<file path="config.mk">
export PLATFORM = sky130hd
export DESIGN_NAME = result_buffer
export DESIGN_NICKNAME = d
export VERILOG_FILES = /design/src/rtl/result_pkg.sv /design/src/rtl/result_mem.sv /design/src/rtl/result_buffer.sv
export SDC_FILE = /design/constraint.sdc
export NUM_CORES = 1
export LEC_CHECK = 0
export BUFFER_PORTS_ARGS = -buffer_cell sky130_fd_sc_hd__buf_4
export CAP_MARGIN = 20
export CORE_UTILIZATION = 60
export DETAILED_ROUTE_END_ITERATION = 10
export PLACE_DENSITY = 0.9
export SYNTH_ARGS = -nofsm -noshare
export SYNTH_HDL_FRONTEND = slang
export SYNTH_SLANG_ARGS = --single-unit
export TNS_END_PERCENT = 1
</file>
<file path="constraint.sdc">
create_clock -name clk -period 10.35 [get_ports clk]
set_input_delay 2.07 -clock clk [delete_from_list [all_inputs] [get_ports clk]]
set_output_delay 2.07 -clock clk [all_outputs]
set_load 0.03 [all_outputs]
</file>
<file path="src/rtl/result_pkg.sv">
// Shared widths and types for the result buffer: default word width, depth and pointer types.
package result_pkg;

    localparam int RESULT_DATA_W = 64;
    localparam int RESULT_DEPTH  = 8;
    localparam int RESULT_PTR_W  = $clog2(RESULT_DEPTH);

    typedef logic [RESULT_DATA_W-1:0] result_word_t;
    typedef logic [RESULT_PTR_W-1:0]  result_ptr_t;
    typedef logic [RESULT_PTR_W:0]    result_count_t;

    function automatic bit is_pow2(input int value);
        return (value >= 2) && ((value & (value - 1)) == 0);
    endfunction

endpackage

</file>
<file path="src/rtl/result_mem.sv">
// Dual-port storage array for result_buffer: one write port and one registered read port, no reset.
module result_mem
    import result_pkg::*;
#(
    parameter int DATA_W = RESULT_DATA_W,
    parameter int DEPTH  = RESULT_DEPTH,
    parameter int PTR_W  = $clog2(DEPTH)
) (
    input  logic              clk,
    input  logic              wr_en,
    input  logic [PTR_W-1:0]  wr_addr,
    input  logic [DATA_W-1:0] wr_data,
    input  logic              rd_en,
    input  logic [PTR_W-1:0]  rd_addr,
    output logic [DATA_W-1:0] rd_q
);

    logic [DATA_W-1:0] mem [DEPTH];

    // Read-before-write: a read and write to the same slot return the old word.
    always_ff @(posedge clk) begin
        if (wr_en) begin
            mem[wr_addr] <= wr_data;
        end
        if (rd_en) begin
            rd_q <= mem[rd_addr];
        end
    end

endmodule

</file>
<file path="src/rtl/result_buffer.sv">
// Circular result FIFO between a peripheral and the AHB read side, with sticky error flags.
// Optional macro RESULT_BUFFER_COUNT_EN exposes the occupancy count as port result_count.
module result_buffer
    import result_pkg::*;
#(
    parameter int DEPTH  = RESULT_DEPTH,
    parameter int DATA_W = RESULT_DATA_W
) (
    input  logic                     clk,
    input  logic                     n_rst,
    input  logic                     data_ready,
    input  logic [DATA_W-1:0]        output_reg,
    input  logic                     clear,
    input  logic                     rd_req,
    input  logic                     err_clr,
    output logic [DATA_W-1:0]        rd_data,
    output logic                     rd_valid,
    output logic                     empty,
    output logic                     full,
    output logic                     overflow_err,
`ifdef RESULT_BUFFER_COUNT_EN
    output logic                     underflow_err,
    output logic [$clog2(DEPTH):0]   result_count
`else
    output logic                     underflow_err
`endif
);

    localparam int PTR_W = $clog2(DEPTH);
    localparam logic [PTR_W:0] DEPTH_CNT = (PTR_W + 1)'(DEPTH);

    if (!is_pow2(DEPTH)) begin : g_depth_check
        $error("result_buffer: DEPTH must be a power of two and at least 2");
    end

    logic [PTR_W-1:0]  wr_ptr;
    logic [PTR_W-1:0]  rd_ptr;
    logic [PTR_W:0]    count;
    logic [PTR_W:0]    count_nxt;
    logic              wr_en;
    logic              rd_en;
    logic              ovf_evt;
    logic              udf_evt;
    logic              rd_zero;
    logic [DATA_W-1:0] mem_q;

    assign empty = (count == '0);
    assign full  = (count == DEPTH_CNT);

    // A read frees a slot in the same cycle, so a write at full is accepted alongside one.
    assign rd_en   = rd_req && !clear && !empty;
    assign wr_en   = data_ready && !clear && (!full || rd_en);
    assign ovf_evt = data_ready && !clear && full && !rd_req;
    assign udf_evt = rd_req && !clear && empty;

    always_comb begin
        count_nxt = count;
        case ({wr_en, rd_en})
            2'b10:   count_nxt = count + 1'b1;
            2'b01:   count_nxt = count - 1'b1;
            default: count_nxt = count;
        endcase
    end

    always_ff @(posedge clk) begin
        if (n_rst) begin
            wr_ptr        <= '0;
            rd_ptr        <= '0;
            count         <= '0;
            rd_valid      <= 1'b0;
            rd_zero       <= 1'b1;
            overflow_err  <= 1'b0;
            underflow_err <= 1'b0;
        end else begin
            if (clear) begin
                wr_ptr <= '0;
                rd_ptr <= '0;
                count  <= '0;
            end else begin
                if (wr_en) wr_ptr <= wr_ptr + 1'b1;
                if (rd_en) rd_ptr <= rd_ptr + 1'b1;
                count <= count_nxt;
            end
            rd_valid <= rd_en;
            if (rd_en) rd_zero <= 1'b0;
            // A new error event outranks a same-cycle clear request.
            if (ovf_evt)      overflow_err <= 1'b1;
            else if (err_clr) overflow_err <= 1'b0;
            if (udf_evt)      underflow_err <= 1'b1;
            else if (err_clr) underflow_err <= 1'b0;
        end
    end

    result_mem #(
        .DATA_W (DATA_W),
        .DEPTH  (DEPTH),
        .PTR_W  (PTR_W)
    ) u_mem (
        .clk     (clk),
        .wr_en   (wr_en),
        .wr_addr (wr_ptr),
        .wr_data (output_reg),
        .rd_en   (rd_en && !n_rst),
        .rd_addr (rd_ptr),
        .rd_q    (mem_q)
    );

    // The unreset read register is masked until the first pop after reset.
    assign rd_data = rd_zero ? '0 : mem_q;

`ifdef RESULT_BUFFER_COUNT_EN
    assign result_count = count;
`endif

endmodule

</file>
After elaboration in Yosys (flattened, before gate mapping)
Memory sizes are Yosys's and may differ from the RTL's. A register that Yosys moved wholly into a read port is not among the register bits.
Index checks and enable logic that the tools add are counted.
- add/sub/neg operators: 4
- muxes and demuxes: 7
- equality and inequality tests: 3
- reduce and logical (&&, ||, !) cells: 19
- operators by type and width (cell ; number):
    64-bit 2-to-1 mux ; 1
    1-bit logical AND ; 8
    4-bit case mux with 2 select lines ; 1
    3-bit by 1-bit adder with 3-bit output (second input constant) ; 2
    2-bit nonzero test ; 3
    1-bit zero test ; 5
    1-bit 2-to-1 mux ; 5
    4-bit by 1-bit adder with 4-bit output (second input constant) ; 1
    4-bit == test (second input constant) ; 1
    4-bit zero test ; 1
    4-bit by 1-bit subtractor with 4-bit output (second input constant) ; 1
    2-bit by 1-bit == test with 1-bit output (second input constant) ; 1
    2-bit == test (second input constant) ; 1
    2-bit OR reduction ; 1
    1-bit logical OR ; 1
- bits in writable memories: 512
- memories kept: 1
- register bits after elaboration: 14
- input port bits: 70
- memory list (memory ; words ; width ; rd ports ; clocked after Yosys merged registers in ; wr ports ; RTL line ; text):
    u_mem.mem ; 8 ; 64 ; 1 ; 1 ; 1 ; result_mem.sv:18 ; logic [DATA_W-1:0] mem [DEPTH];

Depth between registers and ports, before layout
- depth after elaboration: 7
- depth in mapped cells: 11
- gate-level depth less buffers: 10

Modules after synthesis
Synthesis repeated with hierarchy kept, for this count alone.
- cell total of the unflattened synthesis: 970
- area, all modules: 22384.0 um^2
- modules (own cells, without submodules) (module ; cells each ; seq. area each (um^2) ; area an instance (um^2) ; instances):
    result_mem ; 816 ; 17296.6 ; 21187.8 ; 1
    result_buffer ; 154 ; 280.3 ; 1196.1 ; 1

Worst setup path before layout
No wires, ideal clock.
- path type: input port to flip-flop
- start point: input port data_ready
- end point: memory u_mem.mem[2][0] in the netlist's numbering (enable)
- arrival: 8.573 ns
- stages: 3
- setup slack: 1.133 ns
- path buffers: 0
- path through: nor2b_1 > nand2_1 > nor4_1
- word-level cells in the longest chain between the ends: 4
- ends and longest elaborated chain (element ; RTL line ; text):
    from (decl) ; result_buffer.sv:11 ; input logic data_ready,
    1-bit logical AND (2 in a row) ; result_buffer.sv:52 ; assign wr_en = data_ready && !clear && (!full || rd_en);
    1-bit 2-to-1 mux ; result_mem.sv:22 ; if (wr_en) begin
    1-bit 2-to-1 mux (implied by the code) ; result_mem.sv:23 ; mem[wr_addr] <= wr_data;
    to (decl) ; result_mem.sv:18 ;
No other way between the ends.

Worst setup path in the final report
- start point: input port clear
- end point: memory u_mem.mem[0][10] in the netlist's numbering (enable)
- word-level cells in the longest chain between the ends: 7
- elaborated cells on any way between the ends: 8
- classes of those cells: mux: 2; reduce/logical: 6
- ends and longest elaborated chain (element ; RTL line ; text):
    from (decl) ; result_buffer.sv:13 ; input logic clear,
    1-bit zero test (*) ; result_buffer.sv:51, result_buffer.sv:52 ;
    1-bit logical AND (2 in a row) ; result_buffer.sv:51 ; assign rd_en = rd_req && !clear && !empty;
    1-bit logical OR ; result_buffer.sv:52 ;
    1-bit logical AND (*) ; result_buffer.sv:52 ;
    1-bit 2-to-1 mux (*) ; result_mem.sv:22 ;
    1-bit 2-to-1 mux (implied by the code) (*) ; result_mem.sv:23 ;
Every way passes the cells marked *; elsewhere a longest branch is shown, timed or not.

==> flow_summary_export.csv <==
group,metric,value,unit
sta,finalSetupViolations,0,
place,dpl.hpwl,23100,µm
place,gp_congestion,0.752,
setup_path,ff2ff_setup_slack,7260,ps
route,routed_wl,45500,µm
clock_network,htreeDepth,2,
power_and_ir_drop,ir_drop,0.149,mV
worst_hold_path,hp-class,"register to register",
power_and_ir_drop,swShare,0.198,
sta,fmax,0.238,GHz
finish,synthToLayoutAreaGrowth,14.8,%
setup_path,critical_path_buf_inv_count,3,
global_route,grt.overflow.total,0,
sta,fin_setup_tns,0,ps
global_route,grtUsageTotal,0.244,
logic_synthesis,synth_area,22300,µm²
floorplanning,core-area,36600,µm²
route,drt_iter0_markers,993,
setup_path,path_max_fanout,52,
clock_network,clk_latency,600,ps
clock_network,root_buffer,"clkbuf_16",
clock_network,post-cts-setup-buffers,0,
route,avgRoutedWirePerCell,27.6,µm
setup_path,arrival,4410,ps
logic_synthesis,syn_inst,965,
floorplanning,fp.dieH,195,µm
power_and_ir_drop,p_per_area,182,nW/µm²
logic_synthesis,synth_top_cell_by_area,"edfxtp_1",
setup_path,startpoint,"clear",
clock_network,clock_sinks,590,
sta,finalCriticalPeriod,4210,ps
sta,finalCritPeriodShare,0.406,
route,dr.pass1.iters,7,
logic_synthesis,synth-main-ff-cell,"edfxtp_1",
global_route,grt_pass1_wl,67100,µm
setup_path,r2r_start,"count[1]",
clock_network,cts_resized,0,
setup_path,path_cells,"buf_4 -> nor2b_1 -> or3b_2 -> nor3_2 -> buf_6 -> buf_4",
setup_path,r2r-end,"u_mem.mem[3][10]",
logic_synthesis,yosys_warnings,0,
logic_synthesis,synth_common_cells,"edfxtp_1, mux4_2, nor2b_1, mux2_2, clkbuf_1",
power_and_ir_drop,p_int,0.00374,W
sta,finalHoldViolCount,0,
power_and_ir_drop,total_power,0.00466,W
clock_network,hold_buffers,0,
finish,nets,1209,
floorplanning,rows,70,
power_and_ir_drop,p_seq_frac,0.568,
floorplanning,initial_utilization,0.609,
setup_path,crit_required,10560,ps
clock_network,cts_tree,"built",
setup_path,cp_slowest_cell,"buf_4",
power_and_ir_drop,clockPowerShare,0.408,
route,ant_nets,0,
clock_network,clk_pin_slew,60,ps
flow_run,drv_cap,0,
global_route,antenna_found_initial,4,
setup_path,crit_end,"u_mem.mem[0][10]",
clock_network,clockBufferDepth,3,
setup_path,worstSetupStartpointType,"input pin",
sta,finClkSkew,26.0,ps
power_and_ir_drop,comb_power_share,0.024,
floorplanning,dieArea,38000,µm²
setup_path,r2r_cells,5,
logic_synthesis,synth_edf_count,576,
logic_synthesis,synth_cell_types,36,
sta,slew_headroom,0.267,
logic_synthesis,yosysSeqAreaShare,0.788,
route,drcViolationCount,0,
logic_synthesis,avgSynthCellArea,23.1,µm²
logic_synthesis,synthArstFlopShare,0,
setup_path,worst_setup_path_end_kind,"register",
logic_synthesis,ys_seq_elements,590,
finish,drive_gt1_frac,0.372,
outcome,outcome,"finished, final reports clean",
sta,maxSlewViolCount,0,
clock_network,cts_buffers,55,
floorplanning,boundaryPins,139,
sta,max_slew.worst_pin.slew,1090,ps
sta,rsz0062_at_grt,"no",
power_and_ir_drop,p_leak,8.13,nW
floorplanning,die_x,195,µm
logic_synthesis,synth_nets,1040,
power_and_ir_drop,switchingPower,0.000920,W
logic_synthesis,synth_area_leaders,"edfxtp_1, mux4_2, mux2_2",
setup_path,cp_common_cell,"buf_4",
logic_synthesis,synth_top_area_share,0.775,
logic_synthesis,synth_most_common_cell,"edfxtp_1",
place,io_buffers,138,
setup_path,cp_top_family,"simple AND/OR/NAND/NOR gates",
route,vias_per_cell,6.24,
setup_path,crit_cells,6,
setup_path,critPathMaxStageDelay,670,ps
setup_path,crit_type,"input pin to register",
finish,fillers,2056,
global_route,grt_start_max_net_pins,66,
global_route,grt_pass1_vias,10700,
route,via_count,10300,
## cell usage in the layout, fill, tap and decap left out, drive strengths merged, types with 2 or more instances in the layout
cell type,count
edfxtp,576
buf,156
mux4,128
nor2b,68
mux2,64
clkbuf,64
clkinv,31
nor2,16
dfxtp,14
nand2,7
xor2,6
a21oi,5
ha,5
o21ai,5
inv,5
nor3,4
nand3,3
bufinv,3
or3,2
mux2i,2
## flip-flops by register name (all words and copies together), names as in the netlist
register	count
overflow_err	1
u_mem.mem	512
underflow_err	1
rd_ptr	3
count	4
wr_ptr	3
rd_zero	1
rd_valid	1
u_mem.rd_q	64
## worst min-delay path, delay by kind of cell, from the launching register on
kind,cells,cell delay [ps]
flip-flops,1,330
AND/OR/NAND/NOR,1,70
multiplexers,1,60
## routing by layer
| metal | global-route usage | wire [µm] |
|---|---|---|
| met5 | 0 | 46 |
| met4 | 0.0720 | 1150 |
| met3 | 0.0451 | 3020 |
| met2 | 0.413 | 23800 |
| met1 | 0.328 | 17500 |
## cell type report
type	count	area, µm²	area share
clock buffer	64	1410	0.0550
timing repair buffer	156	1220	0.0476
multi-input combinational	328	4520	0.176
tap	468	586	0.0229
clock inverter	37	282	0.0110
antenna	1	2.50	0.0000977
sequential	590	17600	0.687
inverter	3	11.3	0.000440
## cell families after synthesis
kind of cell / count (synthesis) / share of synthesized area
buffers and inverters: 47 / 0.0122
flip-flops: 590 / 0.788
adder cells (fa/ha/maj): 5 / 0.00280
AND/OR/NAND/NOR: 108 / 0.0281
AO/OA/AOI/OAI: 14 / 0.00381
XOR/XNOR: 7 / 0.00275
multiplexers: 194 / 0.162
## worst min path at each step
stage | slack [ps] | startpoint | depth (start not counted) | end
global route | 540 | count[3] | 2 | count[3]
detailed placement | 500 | count[3] | 2 | count[3]
global placement | 480 | count[3] | 2 | count[3]
finish | 510 | count[3] | 2 | count[3]
CTS | 510 | count[3] | 2 | count[3]
floorplan | 450 | count[3] | 2 | count[3]
## per-stage QoR
step / hold slack [ps] / area [µm²] / instances / util / worst slack, ps
6_report: 507 / 25600 / 1647 / 0.700 / 6140
5_1_grt: 545 / 25600 / 1647 / 0.700 / 6030
4_1_cts: 508 / 25500 / 1642 / 0.698 / 5640
3_5_place_dp: 500 / 23800 / 1541 / 0.651 / 4990
3_3_place_gp: 476 / 23800 / 1541 / 0.651 / 5120
2_1_floorplan: 451 / 22300 / 965 / - / 1130
## power by group through the flow
stage          Clock, W  Sequential (W)  Combinational [W]
2_1_floorplan         0         0.00269          0.0000475
3_3_place_gp          0         0.00269           0.000101
3_5_place_dp          0         0.00270           0.000108
4_1_cts         0.00192         0.00265           0.000110
5_1_grt         0.00202         0.00265           0.000118
6_report        0.00190         0.00265           0.000110
Power figures use the tool's default switching activity.
